--- src/rtl/reservation_station_if.sv ---
`default_nettype none
//============================================================================
// Module   : reservation_station_if
// Brief    : Bundle of the reservation station's allocation, broadcast and
//            issue signals. The master side is the ROB/ALU environment, the
//            slave side is the reservation station itself.
// Revision : 1.0 - initial release
//============================================================================
interface reservation_station_if #(
    parameter int TAG_W = 3
);
    // allocation from the reorder buffer
    logic [4:0]       op_in;
    logic [31:0]      value1_in;
    logic [31:0]      value2_in;
    logic [TAG_W-1:0] query1_in;
    logic [TAG_W-1:0] query2_in;
    logic [TAG_W-1:0] target_in;
    logic [31:0]      imm_in;
    logic             flush;
    // result broadcasts
    logic [TAG_W-1:0] alu_num;
    logic [31:0]      alu_value;
    logic [TAG_W-1:0] mem_num;
    logic [31:0]      mem_value;
    // issue handshake towards the ALU
    logic             alu_ready;
    logic             rs_full;
    logic             issue_valid;
    logic [4:0]       issue_op;
    logic [31:0]      issue_a;
    logic [31:0]      issue_b;
    logic [31:0]      issue_imm;
    logic [TAG_W-1:0] issue_tag;

    modport master (
        output op_in, value1_in, value2_in, query1_in, query2_in, target_in,
               imm_in, flush, alu_num, alu_value, mem_num, mem_value, alu_ready,
        input  rs_full, issue_valid, issue_op, issue_a, issue_b, issue_imm,
               issue_tag
    );

    modport slave (
        input  op_in, value1_in, value2_in, query1_in, query2_in, target_in,
               imm_in, flush, alu_num, alu_value, mem_num, mem_value, alu_ready,
        output rs_full, issue_valid, issue_op, issue_a, issue_b, issue_imm,
               issue_tag
    );
endinterface
`default_nettype wire

--- src/rtl/reservation_station.sv ---
`default_nettype none
//============================================================================
// Module   : reservation_station
// Brief    : Issue buffer between the ROB and the ALU. Holds instructions
//            until both operands are known (capturing them from the ALU and
//            memory broadcasts) and issues one ready entry per cycle through
//            a registered valid/ready handshake.
// Options  : RS_OLDEST_FIRST_EN - oldest eligible entry wins selection
//            (4-bit saturating age per slot); otherwise lowest index wins.
// Revision : 1.0 - initial release
//============================================================================
module reservation_station #(
    parameter int ENTRIES = 4,
    parameter int TAG_W   = 3
) (
    input  wire logic            clk,
    input  wire logic            rst,
    reservation_station_if.slave bus
);

    localparam int         c_IDX_W   = (ENTRIES > 1) ? $clog2(ENTRIES) : 1;
    localparam logic [4:0] c_OP_NONE = 5'b11111;

    // slot storage
    logic [ENTRIES-1:0] r_valid;
    logic [4:0]         r_op  [ENTRIES];
    logic [31:0]        r_v1  [ENTRIES];
    logic [31:0]        r_v2  [ENTRIES];
    logic [31:0]        r_imm [ENTRIES];
    logic [TAG_W-1:0]   r_q1  [ENTRIES];
    logic [TAG_W-1:0]   r_q2  [ENTRIES];
    logic [TAG_W-1:0]   r_tag [ENTRIES];
`ifdef RS_OLDEST_FIRST_EN
    logic [3:0]         r_age [ENTRIES];
    logic [3:0]         w_best_age;
`endif

    // issue register
    logic               r_issue_valid;
    logic [4:0]         r_issue_op;
    logic [31:0]        r_issue_a;
    logic [31:0]        r_issue_b;
    logic [31:0]        r_issue_imm;
    logic [TAG_W-1:0]   r_issue_tag;

    logic [ENTRIES-1:0] w_eligible;
    logic               w_sel_found;
    logic [c_IDX_W-1:0] w_sel_idx;
    logic [c_IDX_W-1:0] w_alloc_idx;
    logic               w_full;
    logic               w_alloc;
    logic               w_issue_load;

    // A pending tag is satisfied by a broadcast carrying the same non-zero tag.
    function automatic logic f_hit(input logic [TAG_W-1:0] q,
                                   input logic [TAG_W-1:0] alu_n,
                                   input logic [TAG_W-1:0] mem_n);
        return (q != '0) && ((q == alu_n) || (q == mem_n));
    endfunction

    // Value to capture on a hit; the ALU broadcast wins a tag collision.
    function automatic logic [31:0] f_wake(input logic [TAG_W-1:0] q,
                                           input logic [31:0]      v,
                                           input logic [TAG_W-1:0] alu_n,
                                           input logic [31:0]      alu_v,
                                           input logic [TAG_W-1:0] mem_n,
                                           input logic [31:0]      mem_v);
        if ((q != '0) && (q == alu_n)) begin
            return alu_v;
        end else if ((q != '0) && (q == mem_n)) begin
            return mem_v;
        end
        return v;
    endfunction

    assign w_full       = &r_valid;
    assign w_alloc      = (bus.op_in != c_OP_NONE) && !w_full;
    assign w_issue_load = !r_issue_valid || bus.alu_ready;

    // Entries with both operands resolved, judged on pre-edge state.
    always_comb begin
        w_eligible = '0;
        for (int i = 0; i < ENTRIES; i++) begin
            w_eligible[i] = r_valid[i] && (r_q1[i] == '0) && (r_q2[i] == '0);
        end
    end

    // Pick the winning eligible entry (oldest or lowest index).
    always_comb begin
        w_sel_found = 1'b0;
        w_sel_idx   = '0;
`ifdef RS_OLDEST_FIRST_EN
        w_best_age  = '0;
        for (int i = 0; i < ENTRIES; i++) begin
            if (w_eligible[i] && (!w_sel_found || (r_age[i] > w_best_age))) begin
                w_sel_found = 1'b1;
                w_sel_idx   = i[c_IDX_W-1:0];
                w_best_age  = r_age[i];
            end
        end
`else
        for (int i = 0; i < ENTRIES; i++) begin
            if (w_eligible[i] && !w_sel_found) begin
                w_sel_found = 1'b1;
                w_sel_idx   = i[c_IDX_W-1:0];
            end
        end
`endif
    end

    // Lowest-index free slot; slots freed by this edge's issue are still valid here.
    always_comb begin
        w_alloc_idx = '0;
        for (int i = ENTRIES - 1; i >= 0; i--) begin
            if (!r_valid[i]) begin
                w_alloc_idx = i[c_IDX_W-1:0];
            end
        end
    end

    // Slot wakeup, issue-register load and allocation with broadcast bypass.
    always_ff @(posedge clk) begin
        if (!rst) begin
            r_valid       <= '0;
            r_issue_valid <= 1'b0;
            r_issue_op    <= c_OP_NONE;
            r_issue_a     <= '0;
            r_issue_b     <= '0;
            r_issue_imm   <= '0;
            r_issue_tag   <= '0;
`ifdef RS_OLDEST_FIRST_EN
            for (int i = 0; i < ENTRIES; i++) begin
                r_age[i] <= '0;
            end
`endif
        end else if (bus.flush) begin
            r_valid       <= '0;
            r_issue_valid <= 1'b0;
        end else begin
            for (int i = 0; i < ENTRIES; i++) begin
                if (r_valid[i]) begin
                    if (f_hit(r_q1[i], bus.alu_num, bus.mem_num)) begin
                        r_v1[i] <= f_wake(r_q1[i], r_v1[i], bus.alu_num, bus.alu_value,
                                          bus.mem_num, bus.mem_value);
                        r_q1[i] <= '0;
                    end
                    if (f_hit(r_q2[i], bus.alu_num, bus.mem_num)) begin
                        r_v2[i] <= f_wake(r_q2[i], r_v2[i], bus.alu_num, bus.alu_value,
                                          bus.mem_num, bus.mem_value);
                        r_q2[i] <= '0;
                    end
`ifdef RS_OLDEST_FIRST_EN
                    if (r_age[i] != 4'hF) begin
                        r_age[i] <= r_age[i] + 4'd1;
                    end
`endif
                end
            end

            if (w_issue_load) begin
                r_issue_valid <= w_sel_found;
                if (w_sel_found) begin
                    r_issue_op           <= r_op[w_sel_idx];
                    r_issue_a            <= r_v1[w_sel_idx];
                    r_issue_b            <= r_v2[w_sel_idx];
                    r_issue_imm          <= r_imm[w_sel_idx];
                    r_issue_tag          <= r_tag[w_sel_idx];
                    r_valid[w_sel_idx]   <= 1'b0;
                end
            end

            if (w_alloc) begin
                r_valid[w_alloc_idx] <= 1'b1;
                r_op[w_alloc_idx]    <= bus.op_in;
                r_imm[w_alloc_idx]   <= bus.imm_in;
                r_tag[w_alloc_idx]   <= bus.target_in;
                r_v1[w_alloc_idx]    <= f_wake(bus.query1_in, bus.value1_in, bus.alu_num,
                                               bus.alu_value, bus.mem_num, bus.mem_value);
                r_v2[w_alloc_idx]    <= f_wake(bus.query2_in, bus.value2_in, bus.alu_num,
                                               bus.alu_value, bus.mem_num, bus.mem_value);
                r_q1[w_alloc_idx]    <= f_hit(bus.query1_in, bus.alu_num, bus.mem_num)
                                        ? '0 : bus.query1_in;
                r_q2[w_alloc_idx]    <= f_hit(bus.query2_in, bus.alu_num, bus.mem_num)
                                        ? '0 : bus.query2_in;
`ifdef RS_OLDEST_FIRST_EN
                r_age[w_alloc_idx]   <= '0;
`endif
            end
        end
    end

    assign bus.rs_full     = w_full;
    assign bus.issue_valid = r_issue_valid;
    assign bus.issue_op    = r_issue_op;
    assign bus.issue_a     = r_issue_a;
    assign bus.issue_b     = r_issue_b;
    assign bus.issue_imm   = r_issue_imm;
    assign bus.issue_tag   = r_issue_tag;

endmodule
`default_nettype wire

--- src/flat_wrapper.sv ---
// flat-port wrapper written by rule: the top's interface ports become plain ports
module reservation_station_flat 
#(
    parameter int ENTRIES = 4,
    parameter int TAG_W   = 3
)
  (clk, rst, bus_op_in, bus_value1_in, bus_value2_in, bus_query1_in, bus_query2_in, bus_target_in, bus_imm_in, bus_flush, bus_alu_num, bus_alu_value, bus_mem_num, bus_mem_value, bus_alu_ready, bus_rs_full, bus_issue_valid, bus_issue_op, bus_issue_a, bus_issue_b, bus_issue_imm, bus_issue_tag);
  reservation_station_if #(.TAG_W(TAG_W)) bus_i ();
  input  wire logic clk;
  input  wire logic rst;
  input wire logic [$bits(bus_i.op_in)-1:0] bus_op_in;
  input wire logic [$bits(bus_i.value1_in)-1:0] bus_value1_in;
  input wire logic [$bits(bus_i.value2_in)-1:0] bus_value2_in;
  input wire logic [$bits(bus_i.query1_in)-1:0] bus_query1_in;
  input wire logic [$bits(bus_i.query2_in)-1:0] bus_query2_in;
  input wire logic [$bits(bus_i.target_in)-1:0] bus_target_in;
  input wire logic [$bits(bus_i.imm_in)-1:0] bus_imm_in;
  input wire logic [$bits(bus_i.flush)-1:0] bus_flush;
  input wire logic [$bits(bus_i.alu_num)-1:0] bus_alu_num;
  input wire logic [$bits(bus_i.alu_value)-1:0] bus_alu_value;
  input wire logic [$bits(bus_i.mem_num)-1:0] bus_mem_num;
  input wire logic [$bits(bus_i.mem_value)-1:0] bus_mem_value;
  input wire logic [$bits(bus_i.alu_ready)-1:0] bus_alu_ready;
  output wire logic [$bits(bus_i.rs_full)-1:0] bus_rs_full;
  output wire logic [$bits(bus_i.issue_valid)-1:0] bus_issue_valid;
  output wire logic [$bits(bus_i.issue_op)-1:0] bus_issue_op;
  output wire logic [$bits(bus_i.issue_a)-1:0] bus_issue_a;
  output wire logic [$bits(bus_i.issue_b)-1:0] bus_issue_b;
  output wire logic [$bits(bus_i.issue_imm)-1:0] bus_issue_imm;
  output wire logic [$bits(bus_i.issue_tag)-1:0] bus_issue_tag;
  assign bus_i.op_in = bus_op_in;
  assign bus_i.value1_in = bus_value1_in;
  assign bus_i.value2_in = bus_value2_in;
  assign bus_i.query1_in = bus_query1_in;
  assign bus_i.query2_in = bus_query2_in;
  assign bus_i.target_in = bus_target_in;
  assign bus_i.imm_in = bus_imm_in;
  assign bus_i.flush = bus_flush;
  assign bus_i.alu_num = bus_alu_num;
  assign bus_i.alu_value = bus_alu_value;
  assign bus_i.mem_num = bus_mem_num;
  assign bus_i.mem_value = bus_mem_value;
  assign bus_i.alu_ready = bus_alu_ready;
  assign bus_rs_full = bus_i.rs_full;
  assign bus_issue_valid = bus_i.issue_valid;
  assign bus_issue_op = bus_i.issue_op;
  assign bus_issue_a = bus_i.issue_a;
  assign bus_issue_b = bus_i.issue_b;
  assign bus_issue_imm = bus_i.issue_imm;
  assign bus_issue_tag = bus_i.issue_tag;
  reservation_station #(.ENTRIES(ENTRIES), .TAG_W(TAG_W)) u_core (.clk(clk), .rst(rst), .bus(bus_i));
endmodule
--- config.mk ---
export PLATFORM = sky130hd
export DESIGN_NAME = reservation_station_flat
export DESIGN_NICKNAME = d
export VERILOG_FILES = /design/src/rtl/reservation_station_if.sv /design/src/rtl/reservation_station.sv /design/src/flat_wrapper.sv
export SDC_FILE = /design/constraint.sdc
export NUM_CORES = 1
export LEC_CHECK = 0
export BUFFER_PORTS_ARGS = -buffer_cell sky130_fd_sc_hd__buf_2
export CAP_MARGIN = 20
export CORE_ASPECT_RATIO = 1.5
export CORE_UTILIZATION = 64
export DETAILED_ROUTE_END_ITERATION = 7
export PLACE_DENSITY_LB_ADDON = 0.25
export SLEW_MARGIN = 10
export SYNTH_ARGS = -nofsm -noshare
export SYNTH_HDL_FRONTEND = slang
export SYNTH_SLANG_ARGS = --single-unit
--- constraint.sdc ---
create_clock -name clk -period 6.4 [get_ports clk]
set_input_delay 0.32 -clock clk [delete_from_list [all_inputs] [get_ports clk]]
set_output_delay 0.32 -clock clk [all_outputs]
set_load 0.01 [all_outputs]
**Word level (Yosys, flattened, before mapping)**

Memories as Yosys holds them, arrays and structs flattened. A register that Yosys moved wholly into a read port is not among the register bits.
Index checks and enable logic that the tools add are counted.

- Bits of input ports: 184
- Memories: 7
- Memory bits (writable): 440
- Logic and storage cells: 333
- Register bits after elaboration: 5

- Muxes and demuxes: 192
- Reduce and logical (&&, ||, !) cells: 94
- Magnitude comparators: 4
- Equality and inequality tests: 29
- Bitwise logic cells: 5

Memory list:

| memory | depth | bits a word | read ports | clocked after Yosys merged registers in | write ports | line | RTL |
|---|---|---|---|---|---|---|---|
| u_core.r_imm | 4 | 32 | 1 | 1 | 1 | reservation_station.sv:29 | `logic [31:0] r_imm [ENTRIES];` |
| u_core.r_v1 | 4 | 32 | 1 | 1 | 5 | reservation_station.sv:27 | `logic [31:0] r_v1 [ENTRIES];` |
| u_core.r_v2 | 4 | 32 | 1 | 1 | 5 | reservation_station.sv:28 | `logic [31:0] r_v2 [ENTRIES];` |
| u_core.r_op | 4 | 5 | 1 | 1 | 1 | reservation_station.sv:26 | `logic [4:0] r_op [ENTRIES];` |
| u_core.r_q1 | 4 | 3 | 4 | 0 | 5 | reservation_station.sv:30 | `logic [TAG_W-1:0] r_q1 [ENTRIES];` |
| u_core.r_q2 | 4 | 3 | 4 | 0 | 5 | reservation_station.sv:31 | `logic [TAG_W-1:0] r_q2 [ENTRIES];` |
| +1 memories | -- | -- | -- | -- | -- | -- |  |

Operators by type and width:

| cell | number |
|---|---|
| $mux W32 | 68 |
| $mux W1 | 109 |
| $eq A3 B3 Y1 | 20 |
| $ne A5 B5 Y1 const B | 9 |
| $logic_and A1 B1 Y1 | 44 |
| $reduce_bool A3 Y1 | 10 |
| $logic_not A3 Y1 | 8 |
| $mux W4 | 5 |
| $reduce_and A2 Y1 | 8 |
| $mux W2 | 6 |
| $logic_or A1 B1 Y1 | 11 |
| $logic_not A1 Y1 | 10 |
| $lt A2 B3 Y1 const B | 2 |
| $mux W3 | 2 |
| $and A4 B4 Y4 | 1 |
| $demux W1 S2 | 2 |
| $ge A2 B1 Y1 const B | 2 |
| $not A4 Y4 | 1 |
| $or A4 B4 Y4 | 1 |
| $reduce_and A4 Y1 | 1 |
| $reduce_and A3 Y1 | 1 |
| $not A1 Y1 | 2 |
| $reduce_or A2 Y1 | 1 |

**Depth between registers and ports, before layout**

An unclocked memory read counts as a cell.

- Depth after elaboration: 26
- Mapped depth: 8
- Depth with buffers taken out: 5

**Worst setup path after synthesis**

Ideal clock, no wire load.

- Path kind: input to register
- Start point: input port bus_alu_num[0]
- End point: memory u_core.r_v1[2][0], enable pin
- Stages on the path: 8
- Buffers on the path: 3
- Data arrival time: 3.730 ns
- Required time: 5.934 ns
- Setup slack: 2.204 ns
- Path through: clkbuf_1 > buf_2 > xnor2_1 > o2111ai_1 > buf_2 > inv_1 > a31oi_1 > o21ai_0

RTL lines:

| element | line | RTL |
|---|---|---|
| from (decl) | flat_wrapper.sv:19 | `input wire logic [$bits(bus_i.alu_num)-1:0] bus_alu_num;` |
| to (decl) | reservation_station.sv:27 |  |

==> metrics <==
final worst slack about 2700 ps; Peak VDD IR 0.000185 V; synth warn 0; vias in the first global route about 21000; CP max stage cell buf_4; crit-path cells nor4_1 -> and2_2 -> buf_4 -> nor3_4 -> buf_4 -> buf_4 -> a222oi_1 -> a31oi_1; design area around 32000 um2; maxcap violations 0; layout cells sized above 1 24.7%; largest net degree at the start of global routing 83; Num CTS Buffers 50; Vias/cell 7.07; PnR Total Power between 8 and 9 mW; DRC viols 0; Routed WL per cell 28.8 um; Post-synth top cells mux2i_1, edfxtp_1, o21ai_0; TritonRoute pass-1 iters 8; Die X 174 um; DR vias roughly 21000; Die Y approximately 260 um; Combinational Power Share 11.2%; Post-CTS Resized 0; pwr dens 251 nW/um2; Cell Area, Placed around 30000 um2; status finished, final reports clean; CTS root buf clkbuf_16; RSZ-0062 raised after global routing false; Slew HR 28.2%; count of cell types in the netlist 53; CP Buf/Inv Count 3; CTS clock-pin slew for the worst setup and hold paths 70 ps; Util after Layout between 70 and 80%; Setup-failing EPs final 0; post-synthesis async set-or-reset flop share 0%; Critical Path End Type register; initial antenna violation count 7; TNS Setup 0 ps; Ports 290; Final Max Tran Viols 0; CP Max Fanout 47; setup slack, reg-to-reg 2700 ps; fmax 270 MHz; leading area contributor after synthesis edfxtp_1; dpl hpwl 47.5 mm; CTS sink count between 500 and 600; sw power 1.91 mW; post-route ant nets 0; first-pass GRT wire length 125 mm; GRT Residual Overflow 0; placer congestion estimate 0.850; Area Overhead vs Synth 13.0%; H-tree levels 2; Core Rows 93; sequential share of the synthesized area 54.5%; Mean Syn Cell Area between 10 and 15 um2; critical path's most frequent cell buf_4; # port buffers approximately 290; final std cells w/o fill 2951; Layout Nets around 2500; cells after synthesis 2164; clk_lat worst skew 590 ps; clk_skew approximately 16 ps; final worst-path cycle share 57.8%; ranking of synthesized cells by area edfxtp_1, mux2i_1, dfxtp_1; Die ar. 45000 um2; Placed Cells 2810; power share of the clock group between 30% and 40%; crit-path leading delay family buffers and inverters; Synth Cell Area ~28000 um2; CP Data Required Time 6850 ps; crit start category register; actual slew at the worst max-slew pin 1080 ps; Final Hold Violating Endpoints 0; Pleak 14.3 nW; Top FF cell, synth edfxtp_1; First DRT Iteration DRCs 2387; Hold WC Path Type in2reg; P_int roughly 6.1 mW; CTS max path bufs 3; Post-Place Worst Slack 2870 ps; Core Region 43300 um2; Flop pwr share between 40% and 50%; Crit Path Class reg2reg; drt total wl 85.0 mm; switching share of power 23.9%; CTS tree built; count leader, synth mux2i_1; CP peak stage delay 680 ps; initial core utilization approximately two thirds; fin crit period 3700 ps; share of the synthesized area in the top cell type 46.8%; EDFF count, synth 440; Hold WS 68.2 ps; Critical Path AT 4150 ps; Seq cells post-synth 549; gr usage total 37.0%; Synth Net Count 2348
## kinds of logic (layout without fill, tap and decap cells)
| family | count (synthesis) | count (layout) | share of synthesized area (%) |
|---|---|---|---|
| AND/OR/NAND/NOR | 213 | 213 | 3.95 |
| XOR/XNOR | 42 | 42 | 1.30 |
| other | 0 | 5 | 0 |
| flip-flops | 549 | 549 | 54.5 |
| multiplexers | 608 | 608 | 24.3 |
| AO/OA/AOI/OAI | 494 | 494 | 11.9 |
| buffers and inverters | 258 | 470 | 4.04 |
## power by group through the flow
stage / combinational, mW / sequential, mW / clock (mW)
after floorplan: 0.590 / 4.05 / 0
after global placement: 0.816 / 4.05 / 0
after detailed placement: 0.850 / 4.05 / 0
after CTS: 0.880 / 3.98 / 3.12
after global routing: 0.943 / 3.98 / 3.25
final: 0.897 / 3.98 / 3.13
## cells in the final DEF, fill, tap and decap left out, types with 18 or more instances in the layout
cell	instances
o21ai_1	22
buf_2	288
xnor2_1	22
nor3_1	18
clkbuf_16	51
a221oi_1	59
dfxtp_1	109
mux2i_4	50
a31oi_1	109
buf_4	39
nand2_1	45
a22oi_1	99
mux2_2	92
xor2_1	20
edfxtp_1	440
dlygate4sd3_1	40
and3_1	59
o21ai_0	126
a222oi_1	45
nor2_1	43
mux2i_1	458
## layer usage
metal	wire [um]	vias up	track usage, %
li1	-	8859	-
met1	28900	10300	40.7
met2	43200	1369	65.8
met3	7590	350	6.12
met4	5220	6	24.6
met5	35	-	0
## sequential cells by signal (all words and copies together) (netlist names)
register	count
u_core.bus.issue_a	32
u_core.bus.issue_b	32
u_core.bus.issue_imm	32
u_core.bus.issue_op	5
u_core.bus.issue_tag	3
u_core.bus.issue_valid	1
u_core.r_imm	128
u_core.r_op	20
u_core.r_q1	12
u_core.r_q2	12
u_core.r_tag	12
u_core.r_v1	128
u_core.r_v2	128
u_core.r_valid	4
## path summary, 6_finish.rpt
path | start | endpoint | cells past startpoint
max | u_core.r_q1[1][2]$_SDFFCE_PN0P_ | u_core.bus.issue_imm[2]$_SDFFE_PN0P_ | 8
min | bus_flush | u_core.bus.issue_valid$_SDFFE_PP0N_ | 3
max reg2reg | u_core.r_q1[1][2]$_SDFFCE_PN0P_ | u_core.bus.issue_imm[2]$_SDFFE_PN0P_ | 8
min reg2reg | u_core.bus.issue_op[0]$_SDFFE_PN1P_ | u_core.bus.issue_op[0]$_SDFFE_PN1P_ | 2
## worst reg2reg max path, delay by kind of cell, from the launching register on
family                 cells  cell delay, ps
AOI/OAI and AO/OA          2             610
buffers and inverters      3            1430
DFF                        1             500
and+or+nand+nor            3            1030
## cell type report
type | count | area (um2)
fillers | 2852 | 11400
inverters | 6 | 22.5
flip-flops and latches | 549 | 15400
diodes | 5 | 12.5
multi-input cells | 1357 | 11900
clock inverters | 24 | 293
repair buffers | 370 | 2190
clock buffers | 70 | 1400
well taps | 570 | 713
## what timing repair did
action                    CTS  global route
hold endpoints to repair  157             0
hold buffers               40             0
setup buffers               0             0
No activity file was read; power rests on OpenSTA's default activity.
